$ cat src/rtl/tmds_channel_decoder.sv
// TMDS receive channel: barrel-aligns raw 10-bit deserializer words on control tokens,
// then decodes each symbol into a pixel byte (DE=1) or control pair (DE=0).
module tmds_channel_decoder #(
    parameter int unsigned CTRL_RUN     = 8,
    parameter int unsigned HUNT_TIMEOUT = 64,
    parameter int unsigned LOCK_TIMEOUT = 4096
) (
    input  logic       i_pix_clk,
    input  logic       i_rst_n,
    input  logic [9:0] i_tmds_word,
    output logic [7:0] o_data,
    output logic [1:0] o_ctrl,
    output logic       o_de,
    output logic       o_aligned,
    output logic [3:0] o_offset,
    output logic       o_bitslip
);

    localparam int unsigned RunW  = (CTRL_RUN > 1) ? $clog2(CTRL_RUN) : 1;
    localparam int unsigned HuntW = (HUNT_TIMEOUT > 1) ? $clog2(HUNT_TIMEOUT) : 1;
    localparam int unsigned SilW  = (LOCK_TIMEOUT > 1) ? $clog2(LOCK_TIMEOUT) : 1;

    localparam logic [RunW-1:0]  RunLast  = RunW'(CTRL_RUN - 1);
    localparam logic [HuntW-1:0] HuntLast = HuntW'(HUNT_TIMEOUT - 1);
    localparam logic [SilW-1:0]  SilLast  = SilW'(LOCK_TIMEOUT - 1);

    typedef enum logic {
        StHunt,
        StLocked
    } state_e;

    state_e           state_q, state_d;
    logic [9:0]       r_prev_q;
    logic [3:0]       offset_q, offset_d;
    logic [RunW-1:0]  run_q, run_d;
    logic [HuntW-1:0] hunt_q, hunt_d;
    logic [SilW-1:0]  sil_q, sil_d;
    logic             bitslip_q, bitslip_d;
    logic [7:0]       data_q, data_d;
    logic [1:0]       ctrl_q, ctrl_d;
    logic             de_q, de_d;

    // Offset 9 reaches bit 18 at most, so the newest word's MSB is never part of the window.
    logic [18:0] pair;
    logic [4:0]  base;
    logic [9:0]  window;

    assign pair   = {i_tmds_word[8:0], r_prev_q};
    assign base   = {1'b0, offset_q};
    assign window = pair[base +: 10];

    logic       is_token;
    logic [1:0] tok_bits;

    always_comb begin
        is_token = 1'b1;
        tok_bits = 2'b00;
        case (window)
            10'h354: tok_bits = 2'b00;
            10'h0AB: tok_bits = 2'b01;
            10'h154: tok_bits = 2'b10;
            10'h2AB: tok_bits = 2'b11;
            default: is_token = 1'b0;
        endcase
    end

    logic [7:0] t_byte;
    logic [7:0] q_byte;

    always_comb begin
        t_byte    = window[9] ? ~window[7:0] : window[7:0];
        q_byte    = 8'h00;
        q_byte[0] = t_byte[0];
        for (int i = 1; i < 8; i++) begin
            q_byte[i] = window[8] ? (t_byte[i] ^ t_byte[i-1]) : ~(t_byte[i] ^ t_byte[i-1]);
        end
    end

    always_comb begin
        state_d   = state_q;
        offset_d  = offset_q;
        run_d     = run_q;
        hunt_d    = hunt_q;
        sil_d     = sil_q;
        bitslip_d = 1'b0;
        unique case (state_q)
            StHunt: begin
                if (!is_token) begin
                    run_d = '0;
                end else if (run_q != RunLast) begin
                    run_d = run_q + 1'b1;
                end
                if (hunt_q != HuntLast) begin
                    hunt_d = hunt_q + 1'b1;
                end
                // A completed run wins over a coincident timeout.
                if (is_token && (run_q == RunLast)) begin
                    state_d = StLocked;
                    run_d   = '0;
                    hunt_d  = '0;
                    sil_d   = '0;
                end else if (hunt_q == HuntLast) begin
                    offset_d  = (offset_q == 4'd9) ? 4'd0 : offset_q + 4'd1;
                    bitslip_d = 1'b1;
                    hunt_d    = '0;
                    run_d     = '0;
                end
            end
            StLocked: begin
                if (is_token) begin
                    sil_d = '0;
                end else if (sil_q == SilLast) begin
                    state_d = StHunt;
                    sil_d   = '0;
                    run_d   = '0;
                    hunt_d  = '0;
                end else begin
                    sil_d = sil_q + 1'b1;
                end
            end
        endcase
    end

    // Outputs follow the next state so the locking token and the lock-loss edge are both visible.
    always_comb begin
        data_d = data_q;
        ctrl_d = ctrl_q;
        de_d   = 1'b0;
        if (state_d != StLocked) begin
            data_d = 8'h00;
            ctrl_d = 2'b00;
        end else if (is_token) begin
            ctrl_d = tok_bits;
        end else begin
            de_d   = 1'b1;
            data_d = q_byte;
        end
    end

    always_ff @(posedge i_pix_clk or negedge i_rst_n) begin
        if (!i_rst_n) begin
            state_q   <= StHunt;
            r_prev_q  <= 10'h000;
            offset_q  <= 4'd0;
            run_q     <= '0;
            hunt_q    <= '0;
            sil_q     <= '0;
            bitslip_q <= 1'b0;
            data_q    <= 8'h00;
            ctrl_q    <= 2'b00;
            de_q      <= 1'b0;
        end else begin
            state_q   <= state_d;
            r_prev_q  <= i_tmds_word;
            offset_q  <= offset_d;
            run_q     <= run_d;
            hunt_q    <= hunt_d;
            sil_q     <= sil_d;
            bitslip_q <= bitslip_d;
            data_q    <= data_d;
            ctrl_q    <= ctrl_d;
            de_q      <= de_d;
        end
    end

    assign o_data    = data_q;
    assign o_ctrl    = ctrl_q;
    assign o_de      = de_q;
    assign o_aligned = (state_q == StLocked);
    assign o_offset  = offset_q;
    assign o_bitslip = bitslip_q;

endmodule

$ cat config.mk
export PLATFORM = sky130hd
export DESIGN_NAME = tmds_channel_decoder
export DESIGN_NICKNAME = d
export VERILOG_FILES = /design/src/rtl/tmds_channel_decoder.sv
export SDC_FILE = /design/constraint.sdc
export NUM_CORES = 1
export LEC_CHECK = 0
export CORE_ASPECT_RATIO = 0.8
export CORE_MARGIN = 2
export CORE_UTILIZATION = 58
export CTS_CLUSTER_SIZE = 12
export DETAILED_ROUTE_END_ITERATION = 10
export PLACE_DENSITY = 0.8
export SYNTH_ARGS = -nofsm -noshare
export SYNTH_HDL_FRONTEND = slang
export SYNTH_SLANG_ARGS = --single-unit
$ cat constraint.sdc
create_clock -name i_pix_clk -period 4.4 [get_ports i_pix_clk]
set_input_delay 1.1 -clock i_pix_clk [delete_from_list [all_inputs] [get_ports i_pix_clk]]
set_output_delay 1.1 -clock i_pix_clk [all_outputs]
set_load 0.02 [all_outputs]
==> results of run 1 <==
[layout by cell type (no fill, tap or decap), types with 4 or more instances in the layout]
cell,instances
mux2_2,6
nor2b_1,5
nor2_1,15
a22oi_1,4
buf_4,11
nand2_1,20
mux2i_1,22
dfrtp_1,48
a211o_1,4
a21oi_1,6
mux4_2,11
inv_1,16
ha_1,12
a22o_1,15
o21ai_0,7
nor3_1,5
clkbuf_8,7
clkdlybuf4s50_1,27
and3_1,5
a31oi_1,10
nand4_1,8
nand3_1,20
xnor2_1,13
[sequential cells by signal, summed over array words and instances (netlist names), 2 cells and up]
| signal | cells |
|---|---|
| sil_q | 12 |
| o_ctrl | 2 |
| o_offset | 4 |
| hunt_q | 6 |
| r_prev_q | 10 |
| o_data | 8 |
| run_q | 3 |
[power by group]
part           internal [µW]  switching, µW  total, µW  leakage [µW]
Combinational           38.1           41.3       79.4      0.000961
Sequential               445           4.63        450      0.000623
Clock                    201            142        343     0.0000645
[final cells by class]
type,instances,area (µm²),area share
multi-input cells,230,1870,0.500
flip-flops and latches,48,1200,0.321
repair buffers,40,378,0.101
well taps,78,97.6,0.0261
clock buffers,7,96.3,0.0258
inverters,18,67.6,0.0181
clock inverters,1,30.0,0.00803
[worst max-delay path, delay by kind of cell]
kind / cells / cell delay (ps)
multiplexers: 2 / 610
AO/OA/AOI/OAI: 5 / 1270
buffers and inverters: 2 / 720
adder cells (fa/ha/maj): 1 / 150
AND/OR/NAND/NOR: 3 / 310
[per-stage QoR]
stage	worst slack, ps	std cells
floorplan	587	314
global placement	158	414
detailed placement	117	414
CTS	454	422
global route	192	422
finish	396	422
[per-layer routing]
layer | up-vias | global-route usage | wire [µm]
met2 | 112 | 0.336 | 3020
met4 | 0 | 0.0462 | 46
met5 | - | 0 | 0
met1 | 1263 | 0.426 | 3590
li1 | 1235 | - | -
met3 | 5 | 0.0397 | 508
[logic make-up (layout without fill, tap and decap cells)]
| group | after synthesis | in the layout | share of synthesized area |
|---|---|---|---|
| flops | 48 | 48 | 0.370 |
| xor+xnor | 14 | 14 | 0.0377 |
| compound gates | 69 | 69 | 0.165 |
| simple gates | 94 | 94 | 0.152 |
| mux | 41 | 41 | 0.174 |
| buf+inv | 36 | 66 | 0.0551 |
| fa+ha+maj | 12 | 12 | 0.0462 |
[worst min path at each step]
stage	start	end	slack, ps	depth (start not counted)
after CTS	sil_q[11]	sil_q[11]	480	1
after floorplan	sil_q[11]	sil_q[11]	450	1
final	sil_q[11]	sil_q[11]	480	1
after global routing	sil_q[11]	sil_q[11]	510	1
after detailed placement	sil_q[11]	sil_q[11]	470	1
after global placement	sil_q[11]	sil_q[11]	460	1
==> results.ini, run 1 <==
[outcome]
status = finished, final reports clean

[clock_tree]
postCtsResizedCells = 0
post_cts_buffers = 0
clockBufferDepth = 2
cts_made_buffers = 5
root_buffer = clkbuf_8
cts.sinks = 48
clk_pin_slew_worst_paths_ps = 90
insertion_delay_ps = 300
hold_buffers = 0
tritoncts = done
htree_levels = 2

[critical_path]
crit_type = input pin to register
crit_start = i_tmds_word[1]
startpoint_type = input pin
worstRegToRegCells = 13
crit_arrival_ps = 4190
setup.worst_path.end_class = register
critPathRequiredTime_ps = 4580
worstPathCellList = clkdlybuf4s50_1 > mux2_2 > o21ai_0 > nor2_1 > a21oi_1 > o22a_1 > ha_1 > nand4_1 > buf_4 > mux2_4 > o221ai_4 > nor2_1 > a211o_1
endpoint = hunt_q[5]
r2r_end = hunt_q[5]
worst_path_most_repeated_cell = nor2_1
reg2reg_from = o_offset[1]
worstPathMaxFanout = 14
slowest_delay_ps = 540
r2r_slack_ps = 870
cp_slowest_cell = clkdlybuf4s50_1

[grt]
grt_max_degree = 49
track_usage = 0.250
grt_pass1_vias = 2380
grt_overflow_total = 0
antenna_found_initial = 0
grt_pass1_wl_um = 12200

[route]
viasPerCell = 6.20
ant_nets = 0
drtPass1Iterations = 5
drt_iter0_drc = 352
drc_errors = 0
post_drt_wl_per_cell_um = 17.0
wl_um = 7160
vias = 2615

[yosys]
yosysMostFrequentCell = dfrtp_1
ys_seq_area_frac = 0.370
synthArstFlopShare = 1.00
ys_warn_count = 0
syn_nets = 338
synth_top_area_frac = 0.370
synth-seq-cells = 48
synthCells = 314
synth_area_leader_cell = dfrtp_1
netlist_area_mm2 = 0.00325
synthTopCellsByArea = dfrtp_1, mux4_2, mux2i_1
synth_edf_count = 0
synth_common_cells = dfrtp_1, mux2i_1, nand2_1, nand3_1, inv_1
synthFlopType = dfrtp_1
syn_avg_cell_area_um2 = 10.3
ys_types = 53

[pwr]
power_density_mw_per_mm2 = 233
leakage_uw = 0.00165
vdd_drop_max_v = 0.000153
power_uw = 872

[cells_and_area]
syn_to_final_growth_pct = 15.1
fillers = 432
fin_util = 0.688
antenna_cells = 0
nNetsFinal = 367
drive_above_1_share = 0.142
final_area_mm2 = 0.00374

[sta]
hold_viol_final = 0
slew_violations = 0
clock_skew_ps = 10.1
rsz0062_at_grt = no
fin_setup_tns_ps = 0
fmax_ghz = 0.250
setup_violations = 0
hold_slack_ps = 477
max_slew_margin = 0.555
fin_crit_ps = 4000
period_share = 0.910
worst_pin_slew_ps = 660

[floorplanning]
die_w_um = 87.7
die_h_um = 70.9
start_util = 0.598
die-area_mm2 = 0.00622
fp-row-count = 24
placeableCoreArea_mm2 = 0.00544
num_io_pins = 29

[place]
placedInstanceArea_mm2 = 0.00361
portBuffers = 28
gp_congestion = 0.915
dp_hpwl_um = 5390

[worst_hold_path]
min_path_type = register to register

[flow_run]
maxCapViolCount = 0

No activity file was read; power rests on OpenSTA's default activity.
==> run 2: changes to the inputs <==
--- a/config.mk
+++ b/config.mk
@@ -5,6 +5,7 @@
 export SDC_FILE = /design/constraint.sdc
 export NUM_CORES = 1
 export LEC_CHECK = 0
+export CAP_MARGIN = 20
 export CORE_ASPECT_RATIO = 0.8
 export CORE_MARGIN = 2
 export CORE_UTILIZATION = 58
@@ -14,3 +15,4 @@
 export SYNTH_ARGS = -nofsm -noshare
 export SYNTH_HDL_FRONTEND = slang
 export SYNTH_SLANG_ARGS = --single-unit
+export TNS_END_PERCENT = 10
==> results of run 2 <==
Final layout, timing and power as in run 1 (identical DEF).
==> run 3: changes to the inputs <==
--- a/config.mk
+++ b/config.mk
@@ -11,6 +11,7 @@
 export CORE_UTILIZATION = 58
 export CTS_CLUSTER_SIZE = 12
 export DETAILED_ROUTE_END_ITERATION = 10
+export GPL_TIMING_DRIVEN = 0
 export PLACE_DENSITY = 0.8
 export SYNTH_ARGS = -nofsm -noshare
 export SYNTH_HDL_FRONTEND = slang
==> results.ini, run 3 (same netlist as run 1, synthesis figures left out) <==
[outcome]
status = finished, final reports clean

[flow_run]
maxCapViolCount = 0

[cells_and_area]
largest_register_ffs = 12
final_area_mm2 = 0.00384
nNetsFinal = 379
drive_above_1_share = 0.169
fin_util = 0.706
final_common_cell = dfrtp_1
antenna_cells = 0
top_register = sil_q
mostFrequentLayoutCells = dfrtp_1, clkdlybuf4s50_1, mux2i_1, nand2_1, nand3_1
syn_to_final_growth_pct = 18.1

[grt]
gr-max-usage-layer = met1
track_usage = 0.274
grt.met3_usage = 0.0572
grt_pass1_wl_um = 13200
antenna_found_initial = 0
grt_overflow_total = 0
grt.met1_usage = 0.412
grt_max_degree = 30
grtUsageMet2 = 0.411
grt_pass1_vias = 2662

[route]
wl_um = 8020
vias = 2809
drt_iter0_drc = 299
post_drt_wl_per_cell_um = 18.5
ant_nets = 0
drc_errors = 0
drtPass1Iterations = 5
viasPerCell = 6.49

[clock_tree]
root_buffer = clkbuf_8
cts.sinks = 48
htree_levels = 2
clk_pin_slew_worst_paths_ps = 90
insertion_delay_ps = 300
cts_made_buffers = 5
hold_buffers = 0
tritoncts = done
clockBufferDepth = 2

[sta]
setup_violations = 0
max_slew_margin = 0.564
period_share = 0.979
fmax_ghz = 0.232
slew_violations = 0
worst_pin_slew_ps = 648
fin_crit_ps = 4310
clock_skew_ps = 5.62
hold_viol_final = 0
hold_slack_ps = 496

[pwr]
p_clk_frac = 0.410
switching_share = 0.216
p_sw_uw = 196
p_comb_frac = 0.092
leakage_uw = 0.00168
power_density_mw_per_mm2 = 236
p_int_uw = 709
vdd_drop_max_v = 0.000185
p_seq_frac = 0.498
power_uw = 904

[place]
placedInstanceArea_mm2 = 0.00364
dp_hpwl_um = 5740
gp_congestion = 0.916
portBuffers = 28

[critical_path]
critPathRequiredTime_ps = 4590
setup.worst_path.end_class = register
worstPathCellList = clkdlybuf4s50_1 > mux2i_1 > nand3_1 > a41oi_1 > nor2_1 > inv_1 > ha_1 > nand4_1 > mux2_2 > a311o_1 > buf_6 > and2_4 > buf_6 > a22o_1
cp_slowest_cell = clkdlybuf4s50_1
startpoint_type = input pin
worstPathMaxFanout = 10
crit_arrival_ps = 4500
slowest_delay_ps = 540
worst_path_most_repeated_cell = buf_6
crit_type = input pin to register

[floorplanning]
start_util = 0.598
placeableCoreArea_mm2 = 0.00544
fp-row-count = 24
die-area_mm2 = 0.00622
num_io_pins = 29
die_h_um = 70.9
die_w_um = 87.7

[worst_hold_path]
min_path_type = register to register

-- run 3: changes by cell type in the layout (fill, tap and decap cells not counted), moves of 4 or more --
| cell | previous run | this run |
|---|---|---|
| buf_2 | 1 | 9 |
| buf_4 | 11 | 6 |
| buf_6 | 0 | 4 |
| clkbuf_1 | 0 | 4 |
-- run 3: worst max-delay path, delay by kind of cell --
| kind | cells | cell delay (ps) |
|---|---|---|
| AO/OA/AOI/OAI | 3 | 1020 |
| adder cells (fa/ha/maj) | 1 | 140 |
| buffers and inverters | 4 | 910 |
| multiplexers | 2 | 640 |
| AND/OR/NAND/NOR | 4 | 690 |
-- run 3: cell type report --
| type | count | area, µm² |
|---|---|---|
| inverter | 18 | 67.6 |
| timing repair buffer | 34 | 335 |
| sequential | 48 | 1200 |
| fill | 393 | 1600 |
| tap | 78 | 97.6 |
| buffer | 18 | 111 |
| clock buffer | 5 | 68.8 |
| clock inverter | 2 | 60.1 |
| multi-input combinational | 230 | 1900 |
-- run 3: layer usage --
metal / routed length, µm / share of wire
met1: 3630 / 0.45
met2: 3580 / 0.45
met3: 693 / 0.086
met4: 114 / 0.014
met5: 0 / 0
-- run 3: path summary, 6_finish.rpt --
path	slack [ps]	depth (start not counted)	endpoint	start
max	90	14	o_data[4]	i_tmds_word[3]
min	500	1	sil_q[11]	sil_q[11]
max reg2reg	210	15	o_data[4]	o_offset[0]
min reg2reg	500	1	sil_q[11]	sil_q[11]
max in group asynchronous	3120	2	o_aligned	i_rst_n
min in group asynchronous	760	1	r_prev_q[1]	i_rst_n
-- run 3: repair_timing --
| item | CTS | global route |
|---|---|---|
| buffers inserted | 1 | 4 |
| cloned | 0 | 0 |
| gates resized for setup | 0 | 8 |
| pin swaps | 1 | 1 |
| endpoints found under the setup margin | 7 | 22 |
-- run 3: metrics by stage --
stage | setup TNS [ps] | cells | setup WS [ps]
after floorplan | 0 | 314 | 587
after global placement | -5620 | 420 | -334
after detailed placement | -7760 | 421 | -414
after CTS | 0 | 429 | 25.5
after global routing | -389 | 433 | -62.4
final | 0 | 433 | 94.6
-- run 3: power groups by stage --
stage / Combinational [µW] / Clock, µW / Sequential [µW]
global route: 91.2 / 386 / 450
detailed placement: 80.2 / 0 / 458
finish: 83.2 / 371 / 450
CTS: 81.3 / 377 / 450
floorplan: 45.5 / 0 / 457
global placement: 76.4 / 0 / 458
